**src/rtl/bcd_disp_pkg.sv**
```systemverilog
// ---------------------------------------------------------------------------
// bcd_disp_pkg
// Shared declarations for the BCD scan driver and its double-dabble core.
//   dd_state_t : conversion FSM state (IDLE, CONVERT, COMMIT)
//   BCD_DARK   : code sent to the 7-segment decoder when a panel is in
//                overflow; the decoder renders it dark
//   clog2      : minimum counter width (never less than 1) for a count range
// ---------------------------------------------------------------------------
package bcd_disp_pkg;

  typedef enum logic [1:0] {
    IDLE    = 2'd0,
    CONVERT = 2'd1,
    COMMIT  = 2'd2
  } dd_state_t;

  localparam logic [3:0] BCD_DARK = 4'hF;

  // Width needed to hold values 0..value-1; at least one bit.
  function automatic int clog2(input int value);
    int w;
    w = 1;
    while ((1 << w) < value) w++;
    return w;
  endfunction

endpackage

```
**src/rtl/bin2bcd_dd.sv**
```systemverilog
// ---------------------------------------------------------------------------
// bin2bcd_dd
// Sequential shift-add-3 (double dabble) binary to BCD converter.
// A start pulse in IDLE captures the binary value; the core then spends
// exactly BIN_W cycles in CONVERT and one cycle in COMMIT, during which
// done=1 and bcd_acc holds the final (DIGITS+1)-digit result.
//   clk, rst  : clock, asynchronous active-high reset
//   start     : capture request, honoured only in IDLE
//   bin_value : unsigned binary input
//   busy      : 1 in CONVERT and COMMIT
//   done      : 1 in COMMIT (result valid on bcd_acc)
//   bcd_acc   : BCD accumulator, digit 0 in bits [3:0], extra top digit last
// ---------------------------------------------------------------------------
module bin2bcd_dd
  import bcd_disp_pkg::*;
#(
  parameter int BIN_W  = 14,
  parameter int DIGITS = 4
) (
  input  logic                       clk,
  input  logic                       rst,
  input  logic                       start,
  input  logic [BIN_W-1:0]           bin_value,
  output logic                       busy,
  output logic                       done,
  output logic [(DIGITS+1)*4-1:0]    bcd_acc
);

  localparam int ACC_W = (DIGITS + 1) * 4;
  localparam int CNT_W = clog2(BIN_W);

  dd_state_t        state;
  dd_state_t        state_nxt;
  logic [CNT_W-1:0] bit_cnt;
  logic             last_bit;
  logic [BIN_W-1:0] shift_reg;
  logic [ACC_W-1:0] acc;

  // One double-dabble iteration: correct every digit >= 5, then shift the
  // combined {accumulator, shift register} left by one.
  function automatic logic [ACC_W+BIN_W-1:0] dd_step(input logic [ACC_W-1:0] a,
                                                      input logic [BIN_W-1:0] s);
    logic [ACC_W-1:0] adj;
    adj = a;
    for (int d = 0; d < DIGITS + 1; d++) begin
      if (adj[d*4 +: 4] >= 4'd5) adj[d*4 +: 4] = adj[d*4 +: 4] + 4'd3;
    end
    return {adj, s} << 1;
  endfunction

  assign last_bit = (bit_cnt == CNT_W'(BIN_W - 1));

  // State register
  always_ff @(posedge clk or posedge rst) begin
    if (rst) state <= IDLE;
    else     state <= state_nxt;
  end

  // Next-state logic
  always_comb begin
    state_nxt = state;
    case (state)
      IDLE:    if (start)    state_nxt = CONVERT;
      CONVERT: if (last_bit) state_nxt = COMMIT;
      COMMIT:                state_nxt = IDLE;
      default:               state_nxt = IDLE;
    endcase
  end

  // Output logic
  always_comb begin
    busy = (state != IDLE);
    done = (state == COMMIT);
  end

  // Bit counter is control: it decides when CONVERT ends.
  always_ff @(posedge clk or posedge rst) begin
    if (rst) begin
      bit_cnt <= '0;
    end else if (state == IDLE && start) begin
      bit_cnt <= '0;
    end else if (state == CONVERT) begin
      bit_cnt <= bit_cnt + 1'b1;
    end
  end

  // Datapath: no reset, contents are only consumed in COMMIT.
  always_ff @(posedge clk) begin
    if (state == IDLE && start) begin
      acc       <= '0;
      shift_reg <= bin_value;
    end else if (state == CONVERT) begin
      {acc, shift_reg} <= dd_step(acc, shift_reg);
    end
  end

  assign bcd_acc = acc;

endmodule

```
**src/rtl/bcd_scan_driver.sv**
```systemverilog
// ---------------------------------------------------------------------------
// bcd_scan_driver
// Converts a loaded binary value to BCD, holds it in a display register and
// time-multiplexes the digits onto one bcd/blank pair with a one-hot select.
// Applies leading-zero blanking and shows overflow as a dark panel.
//   clk, rst  : clock, asynchronous active-high reset
//   bin_value : unsigned binary value to display
//   load      : one-cycle strobe, ignored while busy
//   lzb_en    : 1 = blank leading zeros
//   bcd       : digit for the selected position (BCD_DARK on overflow)
//   blank     : 1 = selected digit must be dark
//   digit_sel : one-hot digit common select, bit 0 = least significant
//   busy      : conversion in progress
//   overflow  : last committed value exceeded 10^DIGITS-1
// ---------------------------------------------------------------------------
module bcd_scan_driver
  import bcd_disp_pkg::*;
#(
  parameter int DIGITS   = 4,
  parameter int BIN_W    = 14,
  parameter int SCAN_DIV = 50000
) (
  input  logic              clk,
  input  logic              rst,
  input  logic [BIN_W-1:0]  bin_value,
  input  logic              load,
  input  logic              lzb_en,
  output logic [3:0]        bcd,
  output logic              blank,
  output logic [DIGITS-1:0] digit_sel,
  output logic              busy,
  output logic              overflow
);

  localparam int ACC_W = (DIGITS + 1) * 4;
  localparam int DSP_W = DIGITS * 4;
  localparam int PRE_W = clog2(SCAN_DIV);
  localparam int IDX_W = clog2(DIGITS);

  logic              conv_start;
  logic              conv_busy;
  logic              conv_done;
  logic [ACC_W-1:0]  conv_acc;

  logic [DSP_W-1:0]  disp_reg;
  logic              disp_vld;

  logic [PRE_W-1:0]  presc;
  logic              presc_tc;
  logic [IDX_W-1:0]  idx;
  logic [IDX_W-1:0]  idx_nxt;
  logic [3:0]        nxt_bcd;
  logic              nxt_blank;

  // True when digits i..DIGITS-1 of the display register are all zero.
  function automatic logic upper_zero(input logic [DSP_W-1:0] d, input int i);
    logic r;
    r = 1'b1;
    for (int j = 0; j < DIGITS; j++) begin
      if (j >= i && d[j*4 +: 4] != 4'd0) r = 1'b0;
    end
    return r;
  endfunction

  function automatic logic [3:0] digit_at(input logic [DSP_W-1:0] d, input int i);
    logic [3:0] r;
    r = 4'd0;
    for (int j = 0; j < DIGITS; j++) begin
      if (j == i) r = d[j*4 +: 4];
    end
    return r;
  endfunction

  // load while busy is dropped here; the core also ignores it outside IDLE.
  assign conv_start = load & ~conv_busy;
  assign busy       = conv_busy;

  bin2bcd_dd #(
    .BIN_W  (BIN_W),
    .DIGITS (DIGITS)
  ) u_dd (
    .clk       (clk),
    .rst       (rst),
    .start     (conv_start),
    .bin_value (bin_value),
    .busy      (conv_busy),
    .done      (conv_done),
    .bcd_acc   (conv_acc)
  );

  // Commit stage: display register and overflow update on the same edge.
  always_ff @(posedge clk or posedge rst) begin
    if (rst) begin
      disp_reg <= '0;
      disp_vld <= 1'b0;
      overflow <= 1'b0;
    end else if (conv_done) begin
      disp_reg <= conv_acc[DSP_W-1:0];
      disp_vld <= 1'b1;
      overflow <= |conv_acc[ACC_W-1 -: 4];
    end
  end

  assign presc_tc = (presc == PRE_W'(SCAN_DIV - 1));
  assign idx_nxt  = (idx == IDX_W'(DIGITS - 1)) ? '0 : idx + 1'b1;

  // Digit content for the position about to be selected.
  always_comb begin
    nxt_bcd   = 4'd0;
    nxt_blank = 1'b1;
    if (!disp_vld) begin
      nxt_blank = 1'b1;
    end else if (overflow) begin
      nxt_bcd   = BCD_DARK;
      nxt_blank = 1'b0;
    end else if (lzb_en && idx_nxt != '0 && upper_zero(disp_reg, int'(idx_nxt))) begin
      nxt_blank = 1'b1;
    end else begin
      nxt_bcd   = digit_at(disp_reg, int'(idx_nxt));
      nxt_blank = 1'b0;
    end
  end

  // Scan stage: select, digit and blank all move on the terminal count.
  always_ff @(posedge clk or posedge rst) begin
    if (rst) begin
      presc     <= '0;
      idx       <= '0;
      digit_sel <= {{(DIGITS-1){1'b0}}, 1'b1};
      bcd       <= 4'd0;
      blank     <= 1'b1;
    end else begin
      if (presc_tc) begin
        presc     <= '0;
        idx       <= idx_nxt;
        digit_sel <= {{(DIGITS-1){1'b0}}, 1'b1} << idx_nxt;
        bcd       <= nxt_bcd;
        blank     <= nxt_blank;
      end else begin
        presc <= presc + 1'b1;
      end
    end
  end

endmodule

```
**config.mk**
```make
export PLATFORM = sky130hd
export DESIGN_NAME = bcd_scan_driver
export DESIGN_NICKNAME = d
export VERILOG_FILES = /design/src/rtl/bcd_disp_pkg.sv /design/src/rtl/bin2bcd_dd.sv /design/src/rtl/bcd_scan_driver.sv
export SDC_FILE = /design/constraint.sdc
export NUM_CORES = 1
export LEC_CHECK = 0
export CORE_ASPECT_RATIO = 0.9
export CORE_UTILIZATION = 53
export DETAILED_ROUTE_END_ITERATION = 16
export PLACE_DENSITY = 0.81
export SYNTH_ARGS = -nofsm -noshare
export SYNTH_HDL_FRONTEND = slang
export SYNTH_SLANG_ARGS = --single-unit
export TNS_END_PERCENT = 10
```
**constraint.sdc**
```tcl
create_clock -name clk -period 1.7 [get_ports clk]
set_input_delay 0.17 -clock clk [delete_from_list [all_inputs] [get_ports clk]]
set_output_delay 0.17 -clock clk [all_outputs]
set_load 0.02 [all_outputs]
```
[Yosys cells after proc, flatten, opt, wreduce, memory -nomap -nowiden]
Cells that the tools add are included.
Storage, ports and cells
  register bits: 85
  latch bits: 0
  RAM bits: 0
  bits in read-only memories: 0
  bits of input ports: 18
  output and inout bits: 11
  word-level logic and storage cells: 88
  memories: 0
Operators by class
  $add $sub $neg: 8
  $mul: 0
  div/mod/pow operators: 0
  magnitude comparators: 8
  eq/ne operators: 10
  shift operators: 1
  muxes and demuxes: 30
  bitwise gates (word level): 2
  reductions and logical operators: 17
Operators by type and width (count)
  $mux 4: 13
  $mux 14: 2
  $ge 4x3->1 const B: 5
  $add 16x1->16 const B: 1
  $add 4x2->4 const B: 4
  $eq 16x16->1 const B: 1
  $mux 16: 1
  $reduce_bool 4->1: 4
  $mux 1: 9
  $logic_and 1x1->1: 6
  $mux 2: 3
  $reduce_bool 2->1: 3
  $add 4x1->4 const B: 1
  $eq 2x2->1 const A: 2
  $eq 2x2->1 const B: 2
  $eq 4x4->1 const B: 1
  $ge 1x2->1 const A: 2
  $logic_not 2->1: 2
  $ne 2x1->1 const B: 2
  $pmux 2 s2: 1
  $reduce_or 4->1: 1
  $shl 1x2->4 const A: 1
  $add 3x2->3 const B: 1
  $mux 3: 1
  7 further kinds: 7

[Logic depth before layout (Yosys ltp)]
  depth after elaboration: 14
  gate-level depth with buffers: 7
  depth with buffers taken out: 6

[Modules after synthesis]
A second synthesis with hierarchy kept.
Second synthesis, totals
  cell total of the unflattened synthesis: 407
  area, all modules: 4058.9 sq um
Modules (own cells, without submodules)
  bcd_scan_driver: times used 1, cells an instance 197, area an instance 2084.5 sq um, sequential area each 1128.6 sq um
  bin2bcd_dd: times used 1, cells an instance 210, area an instance 1974.4 sq um, sequential area each 970.9 sq um

[Least setup slack after synthesis]
Ideal clock, no wire load.
  path kind: register to register
  from: reg u_dd.state[1]
  to: reg u_dd.shift_reg[0], enable pin
  library setup time: 0.361 ns
  arrival time: 1.378 ns
  data required time: 1.339 ns
  setup slack: -0.039 ns
  stages on the path, launching flop included: 6
  buffers on the path: 2
  clock period less this slack: 1.739 ns
  cells stage by stage: dfrtp_1 -> nor2_1 -> nand2_1 -> clkbuf_1 -> buf_1 -> nand2_1
On the way
  cells in the longest elaborated chain, start to end: 5
  elaborated cells on any way between the ends: 7
  those cells by class: eq/ne (1); bitwise (2); reduce/logical (4)
RTL lines
  start, declared: RTL line bin2bcd_dd.sv:32  | dd_state_t state;
  start signal, assigned: RTL line bin2bcd_dd.sv:56  | else state <= state_nxt;
  $reduce_bool 2->1: RTL line bin2bcd_dd.sv:72  | busy = (state != IDLE);
  $not 1->1: RTL line bcd_scan_driver.sv:75  | assign conv_start = load & ~conv_busy;
  $and 1x1->1: RTL line bcd_scan_driver.sv:75
  $logic_and 1x1->1: RTL line bin2bcd_dd.sv:89  | if (state == IDLE && start) begin
  $reduce_bool 2->1 (no line) (*)
  end signal, assigned: RTL line bin2bcd_dd.sv:91  | shift_reg <= bin_value;
  end signal, assigned: RTL line bin2bcd_dd.sv:93  | {acc, shift_reg} <= dd_step(acc, shift_reg);
  end, declared: RTL line bin2bcd_dd.sv:36  | logic [BIN_W-1:0] shift_reg;
Mark *: on every way between the ends. The rest lies on a longest branch, timed or not.
A chain may end at the register's enable or synchronous reset.

[Worst setup path in the final report]
  from: reg idx[0]
  to: reg bcd[2]
On the way
  cells in the longest elaborated chain, start to end: 14
  elaborated cells on any way between the ends: 29
  those cells by class: add/sub (1); order compare (3); eq/ne (4); mux (14); reduce/logical (7)
RTL lines
  start, declared: RTL line bcd_scan_driver.sv:50  | logic [IDX_W-1:0] idx;
  start signal, assigned: RTL line bcd_scan_driver.sv:135  | idx <= idx_nxt;
  $add 2x1->2 / $eq 2x2->1 (equally long branches): RTL line bcd_scan_driver.sv:105  | assign idx_nxt = (idx == IDX_W'(DIGITS - 1)) ? '0 : idx + 1'b1;
  $mux 2 (*): RTL line bcd_scan_driver.sv:105
  $ge 1x2->1: RTL line bcd_scan_driver.sv:60  | if (j >= i && d[j*4 +: 4] != 4'd0) r = 1'b0;
  $logic_and 1x1->1: RTL line bcd_scan_driver.sv:60
  $mux 1 (4 in series): RTL line bcd_scan_driver.sv:60
  $mux 1: RTL line bcd_scan_driver.sv:113  | end else if (overflow) begin
  $mux 1: RTL line bcd_scan_driver.sv:111  | if (!disp_vld) begin
  $logic_and 1x1->1: RTL line bcd_scan_driver.sv:116  | end else if (lzb_en && idx_nxt != '0 && upper_zero(disp_reg, int'(idx_nxt))) begin
  $mux 4 (*): RTL line bcd_scan_driver.sv:116
  $mux 4 (*): RTL line bcd_scan_driver.sv:113
  $mux 4 (*): RTL line bcd_scan_driver.sv:111
  end signal, assigned: RTL line bcd_scan_driver.sv:137  | bcd <= nxt_bcd;
  end, declared: RTL line bcd_scan_driver.sv:28  | output logic [3:0] bcd,
Mark *: on every way between the ends. The rest lies on a longest branch, timed or not. The select of a mux whose other input is x is not followed.

==> results.toml <==
[worst_hold_path]
hp-class = "input port to asynchronous set/reset pin"

[timing]
finalWorstSetupSlack_ns = 0.0991
hold_viol = 0
holdWs_ns = 0.136
fmax_mhz = 625
fin_crit_sh_pct = 94.2
relSlewSlack_pct = 72.0
worst_slew_pin_slew_ns = 0.420
slew_violations = 0
setup_violations = 0
worst_clock_skew_ns = 0.0131
finalCriticalPeriod_ns = 1.60

[grt]
use_met3_pct = 5.20
grt.overflow.total = 0
grt_max_degree = 39
grt_util_all_layers_pct = 21.5
met2_usage_pct = 34.9
grt_pass1_vias = 2942
grt_pass1_wl_um = 13400
grt.busiest_layer = "met2"
met1_usage_pct = 28.7
antenna_found_initial = 0

[floorplan]
die_y_um = 84.9
dieWidth_um = 94.1
fp.dieArea_um2 = 7990
rows = 29
ios = 29
start_util_pct = 56.0
core_um2 = 7220

[routing]
finalWirelength_um = 7660
dr.pass1.iters = 4
ant_nets = 0
wl_per_cell_um = 14.0
drtIter0Drc = 202
vias_per_cell = 5.52
drc = 0
vias = 3027

[yosys]
synth_top_area_share_pct = 30.3
async_reset_ff_share_pct = 60.0
synth_area_per_cell_um2 = 9.75
synth.yosys.seq_area_share_pct = 51.9
syn_inst = 415
synth-edff-count = 14
ys_seq_elements = 85
synth.area.top_cells = "dfrtp_1, edfxtp_1, dfxtp_1, nand2_1, ha_1"
synth_cell_types = 42
netlist_area_um2 = 4050
synthesis.nets = 453
synth_commonest_cells = "nand2_1, dfrtp_1, o21ai_0, nand3_1"
synth_flop_cell = "dfrtp_1"
synth.most_common_cell = "nand2_1"
synth_warnings = 0
synth_top_area_cell = "dfrtp_1"

[placed_design]
place_ws_ns = 0.0692
dp_cells = 531
gp_congestion = 0.857
port_buffers = 28
dp_hpwl_um = 5400

[clock_network]
clockBufferDepth = 2
cts_sinks = 85
h-tree-depth = 3
cts_hold_buf = 0
cts-root-buf = "clkbuf_8"
cts_tree = "yes"
cts_buffers = 9
clk_latency_ns = 0.35
clk_pin_slew_ns = 0.09

[layout]
drive_gt1_share_pct = 14.1
largest_reg_flops = 20
area_delta_synth_final_pct = 18.0
nNetsFinal = 488
diodes = 0
finalNonFillerCells = 548

[power]
power_density_nw_per_um2 = 1450
clockPowerShare_pct = 22.7
finalPower_w = 0.00693
p_switching_w = 0.00231
p_sw_share_pct = 33.3
seq_power_share_pct = 45.3
cellLeakagePower_nw = 2.12
p_int_w = 0.00462
vdd_drop_max_v = 0.00117
p_comb_share_pct = 32.0

[worst_setup_path]
path_cells = "inv_1 -> ha_1 -> a21oi_1 -> a221oi_1 -> o31ai_1"
start_kind = "flop"
rr_endpoint = "bcd[2]"
cp_top_family = "compound AO/OA/AOI/OAI gates"
critPathMaxStageDelay_ns = 0.43
cp.arrival_ns = 1.84
cp_num_cells = 5
path_class = "flop to flop"
critPathCaptureType = "flop"
r2r.worst_path.cells = 5
worst_ep_required_time_ns = 1.94
rr_startpoint = "idx[0]"
critPathMaxFanout = 9
r2r_slack_ns = 0.1
cp_slowest_cell = "dfrtp_1"
path_buf_inv = 1

[job]
drv_cap = 0

[status]
status = "finished clean"
-- worst reg2reg max path: cells and delay by family (launching register included) --
family          cells  cell delay (ns)
fa+ha+maj           1             0.37
flops               1             0.43
buf+inv             1             0.15
compound gates      3             0.53
-- layout by cell type, fill, tap and decap left out, types with 3 or more instances in the layout --
cell type        Yosys  final
clkdlybuf4s50_1      0     24
ha_1                20     17
o31ai_1              6      5
buf_4                0     14
dfxtp_1             20     20
xor2_1              13     13
o32ai_1              4      4
dfrtp_1             49     49
dlymetal6s2s_1       0      3
clkbuf_8             0     10
nand4_1              4      4
xnor2_1              7      7
ha_2                 0      3
mux2_2              13     13
nor2_1              16     16
nand2b_1             8      8
and2_1               3      3
nand2_1             83     82
a21oi_1             19     19
edfxtp_1            14     14
or3_1                3      3
o21ai_0             39     39
nand3_1             24     23
inv_1               20     19
-- logic make-up (layout without fill, tap and decap cells) --
kind of cell | after synthesis | count (layout) | share of synthesized area [%]
XOR/XNOR | 20 | 20 | 4.33
adder cells (fa/ha/maj) | 20 | 20 | 6.19
AND/OR/NAND/NOR | 159 | 159 | 18.9
AO/OA/AOI/OAI | 77 | 77 | 10.9
flip-flops | 85 | 85 | 51.9
multiplexers | 14 | 14 | 3.90
buffers and inverters | 40 | 80 | 3.87
-- power groups by stage --
stage / registers, W / logic (W) / clock network (W)
global route: 0.00321 / 0.00255 / 0.00170
finish: 0.00314 / 0.00222 / 0.00157
floorplan: 0.00305 / 0.00165 / 0
global placement: 0.00314 / 0.00212 / 0
CTS: 0.00313 / 0.00224 / 0.00161
detailed placement: 0.00318 / 0.00223 / 0
-- layout make-up --
type | instances | area [um^2]
clock inverters | 5 | 82.6
repair buffers | 44 | 432
flip-flops and latches | 85 | 2100
inverters | 20 | 75.1
multi-input cells | 290 | 1830
fillers | 563 | 2450
clock buffers | 11 | 141
well taps | 93 | 116
-- what timing repair did --
action | in CTS | in global routing
setup endpoints to repair | 1 | 8
pin swaps | 0 | 0
setup buffers | 0 | 1
gates resized for setup | 1 | 11
-- through the flow --
| step | setup TNS, ns | utilization (%) | instance area (um^2) |
|---|---|---|---|
| floorplan | 0 | - | 4050 |
| global route | -0.0105 | 66.1 | 4770 |
| CTS | 0 | 65.4 | 4720 |
| finish | 0 | 66.1 | 4770 |
| global placement | 0 | 62.3 | 4500 |
| detailed placement | 0 | 62.3 | 4500 |
-- per-layer routing --
metal	up-vias	part of all wire (%)
met5	-	0
met4	0	1.7
met3	12	4.7
met2	75	48
met1	1445	45
li1	1495	-
-- how the worst max path moves through the flow --
stage / startpoint / end / slack [ns]
after floorplan: u_dd.state[1] / u_dd.shift_reg[0] / 0.10
after global placement: lzb_en / bcd[3] / 0.11
after detailed placement: idx[0] / bcd[0] / 0.07
after CTS: blank / blank / 0.01
after global routing: idx[0] / bcd[2] / -0.008
final: idx[0] / bcd[2] / 0.1
No activity file was read; power rests on OpenSTA's default activity.
